**config.mk**
```make
export PLATFORM = sky130hd
export DESIGN_NAME = uart_tx
export DESIGN_NICKNAME = d
export VERILOG_FILES = /design/src/rtl/uart_pkg.sv /design/src/rtl/uart_baud_gen.sv /design/src/rtl/uart_tx.sv
export SDC_FILE = /design/constraint.sdc
export NUM_CORES = 1
export LEC_CHECK = 0
export BUFFER_PORTS_ARGS = -buffer_cell sky130_fd_sc_hd__buf_2
export CAP_MARGIN = 20
export CORE_ASPECT_RATIO = 1.2
export CORE_MARGIN = 2
export CORE_UTILIZATION = 50
export CTS_CLUSTER_SIZE = 25
export DETAILED_ROUTE_END_ITERATION = 6
export HOLD_SLACK_MARGIN = 0.06
export PLACE_DENSITY = 0.83
export REMOVE_ABC_BUFFERS = 1
export SYNTH_ARGS = -nofsm -noshare
export SYNTH_HDL_FRONTEND = slang
export SYNTH_SLANG_ARGS = --single-unit
```
**constraint.sdc**
```tcl
create_clock -name clk -period 2.1 [get_ports clk]
set_clock_uncertainty 0.2 [all_clocks]
set_input_delay 0.105 -clock clk [delete_from_list [all_inputs] [get_ports clk]]
set_output_delay 0.105 -clock clk [all_outputs]
set_load 0.05 [all_outputs]
```
**src/rtl/uart_pkg.sv**
```systemverilog
// Shared UART definitions: frame constants, FSM state encodings and parity helper.
// Used by both the transmitter and the receiver so their framing stays in lockstep.
package uart_pkg;

    localparam int   UART_DATA_BITS  = 8;
    localparam logic UART_IDLE_LEVEL = 1'b1;

    localparam logic PAR_EVEN = 1'b0;
    localparam logic PAR_ODD  = 1'b1;

    typedef logic [2:0] uart_state_t;

    localparam uart_state_t ST_IDLE   = 3'd0;
    localparam uart_state_t ST_START  = 3'd1;
    localparam uart_state_t ST_DATA   = 3'd2;
    localparam uart_state_t ST_PARITY = 3'd3;
    localparam uart_state_t ST_STOP   = 3'd4;

    function automatic logic uart_parity(input logic [7:0] data, input logic mode);
        return (mode == PAR_ODD) ? ~^data : ^data;
    endfunction

endpackage

```
**src/rtl/uart_baud_gen.sv**
```systemverilog
// Bit-period timer: bit_tick pulses on the last clk of every CLKS_PER_BIT-cycle period.
// Latency: period restarts on the edge after clear; no backpressure (free-running while clear is low).
module uart_baud_gen #(
    parameter int CLKS_PER_BIT = 868
) (
    input  logic clk,
    input  logic reset,
    input  logic clear,
    output logic bit_tick
);

    localparam int            CW   = (CLKS_PER_BIT > 1) ? $clog2(CLKS_PER_BIT) : 1;
    localparam logic [CW-1:0] LAST = CW'(CLKS_PER_BIT - 1);

    logic [CW-1:0] cnt_q;
    logic [CW-1:0] cnt_d;

    always_comb begin
        cnt_d = cnt_q;
        if (clear || (cnt_q == LAST)) begin
            cnt_d = '0;
        end else begin
            cnt_d = cnt_q + CW'(1);
        end
    end

    assign bit_tick = !clear && (cnt_q == LAST);

    always_ff @(posedge clk or negedge reset) begin
        if (!reset) begin
            cnt_q <= '0;
        end else begin
            cnt_q <= cnt_d;
        end
    end

endmodule

```
**src/rtl/uart_tx.sv**
```systemverilog
// UART transmitter: start, 8 data bits, optional parity, 1-2 stop bits; tx_out registered.
// Latency: line drops on the handshake edge; tx_ready only in IDLE, so tx_valid while busy stalls.
module uart_tx
    import uart_pkg::*;
#(
    parameter int CLKS_PER_BIT = 868,
    parameter int PARITY_EN    = 1,
    parameter int PARITY_ODD   = 0,
    parameter int STOP_BITS    = 1,
    parameter int MSB_FIRST    = 1
) (
    input  logic       clk,
    input  logic       reset,
    input  logic       tx_valid,
    input  logic [7:0] tx_data,
    output logic       tx_ready,
    output logic       tx_out,
    output logic       tx_busy,
    output logic       tx_done
);

    localparam logic [3:0] LAST_DATA = 4'(UART_DATA_BITS - 1);
    localparam logic [3:0] LAST_STOP = 4'(STOP_BITS - 1);
    localparam logic       PAR_MODE  = (PARITY_ODD != 0) ? PAR_ODD : PAR_EVEN;

    uart_state_t state_q, state_d;
    logic [7:0]  shift_q, shift_d;
    logic [3:0]  bit_cnt_q, bit_cnt_d;
    logic        par_q, par_d;
    logic        tx_out_q, tx_out_d;
    logic        ready_q, ready_d;
    logic        busy_q, busy_d;
    logic        done_q, done_d;
    logic        bit_tick;
    logic        cur_bit;
    logic [7:0]  shifted;

    uart_baud_gen #(
        .CLKS_PER_BIT(CLKS_PER_BIT)
    ) u_baud (
        .clk     (clk),
        .reset   (reset),
        .clear   (state_q == ST_IDLE),
        .bit_tick(bit_tick)
    );

    assign cur_bit = (MSB_FIRST != 0) ? shift_q[7] : shift_q[0];
    assign shifted = (MSB_FIRST != 0) ? {shift_q[6:0], 1'b0} : {1'b0, shift_q[7:1]};

    always_comb begin
        state_d   = state_q;
        shift_d   = shift_q;
        bit_cnt_d = bit_cnt_q;
        par_d     = par_q;
        tx_out_d  = tx_out_q;
        ready_d   = ready_q;
        busy_d    = busy_q;
        done_d    = 1'b0;
        case (state_q)
            ST_IDLE: begin
                ready_d  = 1'b1;
                tx_out_d = UART_IDLE_LEVEL;
                if (tx_valid && ready_q) begin
                    state_d   = ST_START;
                    shift_d   = tx_data;
                    par_d     = uart_parity(tx_data, PAR_MODE);
                    tx_out_d  = 1'b0;
                    bit_cnt_d = '0;
                    ready_d   = 1'b0;
                    busy_d    = 1'b1;
                end
            end
            ST_START: begin
                if (bit_tick) begin
                    state_d   = ST_DATA;
                    tx_out_d  = cur_bit;
                    shift_d   = shifted;
                    bit_cnt_d = '0;
                end
            end
            ST_DATA: begin
                if (bit_tick) begin
                    if (bit_cnt_q == LAST_DATA) begin
                        bit_cnt_d = '0;
                        if (PARITY_EN != 0) begin
                            state_d  = ST_PARITY;
                            tx_out_d = par_q;
                        end else begin
                            state_d  = ST_STOP;
                            tx_out_d = UART_IDLE_LEVEL;
                        end
                    end else begin
                        bit_cnt_d = bit_cnt_q + 4'd1;
                        tx_out_d  = cur_bit;
                        shift_d   = shifted;
                    end
                end
            end
            ST_PARITY: begin
                if (bit_tick) begin
                    state_d  = ST_STOP;
                    tx_out_d = UART_IDLE_LEVEL;
                end
            end
            ST_STOP: begin
                if (bit_tick) begin
                    if (bit_cnt_q == LAST_STOP) begin
                        // Ready is raised here so a held tx_valid hands off in the first IDLE cycle.
                        state_d   = ST_IDLE;
                        done_d    = 1'b1;
                        ready_d   = 1'b1;
                        busy_d    = 1'b0;
                        bit_cnt_d = '0;
                    end else begin
                        bit_cnt_d = bit_cnt_q + 4'd1;
                    end
                end
            end
            default: begin
                state_d  = ST_IDLE;
                tx_out_d = UART_IDLE_LEVEL;
                busy_d   = 1'b0;
            end
        endcase
    end

    always_ff @(posedge clk or negedge reset) begin
        if (!reset) begin
            state_q   <= ST_IDLE;
            shift_q   <= '0;
            bit_cnt_q <= '0;
            par_q     <= 1'b0;
            tx_out_q  <= UART_IDLE_LEVEL;
            ready_q   <= 1'b0;
            busy_q    <= 1'b0;
            done_q    <= 1'b0;
        end else begin
            state_q   <= state_d;
            shift_q   <= shift_d;
            bit_cnt_q <= bit_cnt_d;
            par_q     <= par_d;
            tx_out_q  <= tx_out_d;
            ready_q   <= ready_d;
            busy_q    <= busy_d;
            done_q    <= done_d;
        end
    end

    assign tx_out   = tx_out_q;
    assign tx_ready = ready_q;
    assign tx_busy  = busy_q;
    assign tx_done  = done_q;

endmodule

```
==> impl_metrics.env <==
export IMPL_synth_ff_type="dfrtp_1"
export IMPL_die_width_um=56.43
export IMPL_viasPerCell=5.500
export IMPL_initial_core_util_pct=53.02
export IMPL_grt_pass1_vias=1286
export IMPL_cts_tree="built"
export IMPL_hp_class="in2async"
export IMPL_power_per_cell_area_mw_per_mm2=836.9
export IMPL_drive_gt1_share_pct=29.29
export IMPL_peakVddDrop_uv=520.0
export IMPL_setup_viol=0
export IMPL_async_flop_share_pct=100.0
export IMPL_ys_types=39
export IMPL_fp_dieH_um=66.91
export IMPL_grt_max_degree=31
export IMPL_placementRows=22
export IMPL_clk_latency_ns=0.35
export IMPL_ff2ff_setup_slack_ns=0.02
export IMPL_cts_buffer_depth=2
export IMPL_fin_crit_ns=2.082
export IMPL_r2r_start="u_baud.cnt_q[0]"
export IMPL_p_leak_uw=0.0009132
export IMPL_drtIter0Drc=42
export IMPL_relSlewSlack_pct=56.18
export IMPL_io_pins=15
export IMPL_rr_endpoint="bit_cnt_q[0]"
export IMPL_grt_ovfl_total=0
export IMPL_syn_avg_cell_area_um2=10.37
export IMPL_drc=0
export IMPL_nNetsFinal=211
export IMPL_antenna_found_initial=0
export IMPL_clock_fmax_mhz=480.4
export IMPL_arrival_ns=2.13
export IMPL_cp_end_kind="flop"
export IMPL_post_drt_wl_per_cell_um=14.46
export IMPL_seq_area_um2=752.0
export IMPL_internal_power_uw=1159
export IMPL_final_hold_viol_count=0
export IMPL_htreeDepth=2
export IMPL_crit_type="reg2reg"
export IMPL_ant_nets=0
export IMPL_netlist_instances=159
export IMPL_fin_crit_sh_pct=99.13
export IMPL_globalRouteTotalUtil_pct=19.94
export IMPL_place_port_buffers=14
export IMPL_wl_um=3384
export IMPL_crit_required_ns=2.15
export IMPL_first_pass_iters=4
export IMPL_clkTransAtPathRegs_ns=0.10
export IMPL_yosysWarningCount=0
export IMPL_finalSetupTns_ns=0
export IMPL_grt_pass1_wl_um=5589
export IMPL_cts_sinks=30
export IMPL_dp_hpwl_um=2305
export IMPL_max_cap_viol_count=0
export IMPL_area_growth_pct=22.31
export IMPL_rsz0062_at_grt="yes"
export IMPL_antenna_cells=0
export IMPL_drv_slew=0
export IMPL_fill_cells=223
export IMPL_coreArea_mm2=0.003110
export IMPL_vias=1287
export IMPL_multi_input_area_um2=873.3
export IMPL_ys_seq_area_share_pct=45.60
export IMPL_critPathLaunchType="flop"
export IMPL_p_seq_share_pct=49.8
export IMPL_combPwrFrac_pct=25.0
export IMPL_place_ws_ns=-0.03518
export IMPL_syn_area_mm2=0.001649
export IMPL_critPathMaxFanout=4
export IMPL_synth_edf_count=0
export IMPL_switching_share_pct=31.32
export IMPL_ys_ff_latch=30
export IMPL_status="completed"
export IMPL_root_buffer="clkbuf_4"
export IMPL_power_frac_clock_pct=25.2
export IMPL_worst_slack_ns=0.01822
export IMPL_die_area_mm2=0.003775
export IMPL_gp_congestion=0.8764
export IMPL_reg2reg_depth=6
export IMPL_worst_pin_slew_ns=0.6573
export IMPL_p_switching_uw=528.7
export IMPL_cts_inserted_buffers=5
-- critical path: stages (launching register included) --
cell and delay [ns]:
dfrtp_1 0.40, ha_2 0.19, and3b_2 0.22, and3b_2 0.23
o211ai_1 0.24, and2_4 0.22, mux2_4 0.29
-- final cells by class --
| type | instances | area share, % |
|---|---|---|
| inverter | 6 | 1.117 |
| tap | 36 | 2.233 |
| clock buffer | 8 | 3.908 |
| sequential | 30 | 37.28 |
| multi-input combinational | 120 | 43.30 |
| timing repair buffer | 34 | 12.16 |
-- per-layer routing --
| layer | routed length [µm] | share of wire (%) | up-vias | global-route usage [%] |
|---|---|---|---|---|
| li1 | - | - | 630 | - |
| met1 | 1335 | 39 | 608 | 19.88 |
| met2 | 1814 | 54 | 38 | 36.92 |
| met3 | 135 | 4.0 | 11 | 3.495 |
| met4 | 99 | 2.9 | 0 | 14.29 |
| met5 | 0 | 0 | - | 0 |
-- state kept, by name, indices dropped and copies added, names as in the netlist --
register	count
tx_busy	1
state_q	3
tx_out	1
shift_q	8
tx_ready	1
bit_cnt_q	4
u_baud.cnt_q	10
tx_done	1
par_q	1
-- worst max path at each step --
stage,depth (start not counted),to,slack (ns),startpoint
2_1_floorplan,6,bit_cnt_q[0],0.07,u_baud.cnt_q[0]
4_1_cts,6,bit_cnt_q[0],0.0004,u_baud.cnt_q[0]
3_5_place_dp,6,shift_q[3],-0.04,u_baud.cnt_q[0]
3_3_place_gp,6,shift_q[2],0.04,u_baud.cnt_q[0]
5_1_grt,6,bit_cnt_q[3],-0.09,u_baud.cnt_q[1]
6_report,6,bit_cnt_q[0],0.02,u_baud.cnt_q[0]
-- placed cells by master (no fill, tap or decap), types with 2 or more instances in the layout --
master,n
dfrtp_1,29
nor2_1,21
mux2_2,15
xnor2_1,14
buf_2,14
nand2_1,11
a21oi_1,10
dlygate4sd3_1,10
buf_4,10
inv_1,6
nand3_1,5
o21ai_0,5
clkbuf_4,5
nor3_1,3
xor2_1,3
clkbuf_8,3
and3b_2,2
o211ai_1,2
nand2b_1,2
mux2i_1,2
mux2_4,2
or3_1,2
ha_1,2
-- metrics by stage --
step,hold WS (ns),instance area (µm²),power (µW),instances,util [%]
after floorplan,-0.3906,1635,1119,156,-
after global placement,-0.04249,1795,1204,212,57.72
after detailed placement,-0.02304,1795,1231,212,57.72
after CTS,0.1322,1997,1686,232,64.20
after global routing,0.1811,2017,1781,234,64.84
final,0.1072,2017,1688,234,64.84
-- power groups by stage --
stage	sequential [µW]	combinational (µW)	clock, µW
6_report	841	422	425
3_5_place_dp	850	380	0
3_3_place_gp	842	362	0
2_1_floorplan	863	257	0
5_1_grt	854	467	460
4_1_cts	839	407	440
-- timing repair --
item	4_1_cts	5_1_grt
hold buffers	10	0
buffers inserted	2	2
pin swaps	3	1
setup endpoints to repair	10	3
resized for setup	1	3
endpoints found under the hold margin	40	0
-- synth_stat cells, drive strengths merged (2+ instances only) --
library cell	n	area, µm²
and3b	2	17.52
or3	2	12.51
dfrtp	29	725.7
nand2b	2	12.51
a21oi	10	50.05
nor2	21	78.83
nor3	3	15.01
o21ai	7	38.78
o211ai	2	15.01
xor2	3	26.28
xnor2	14	122.6
nand3	5	25.02
mux2i	2	20.02
ha	3	37.54
nand2	11	41.29
inv	6	22.52
buf	2	10.01
and2	2	15.02
mux2	17	198.9
nand4	2	27.53
-- kinds of logic after synthesis --
kind of cell / synth area share, %
and+or+nand+nor: 17.91
DFF: 45.60
AOI/OAI and AO/OA: 9.712
muxes: 13.28
xor gates and xnor gates: 9.029
buffers and inverters: 2.200
adders and majority gates: 2.276
Note: power is estimated with default switching activity, not from simulation.
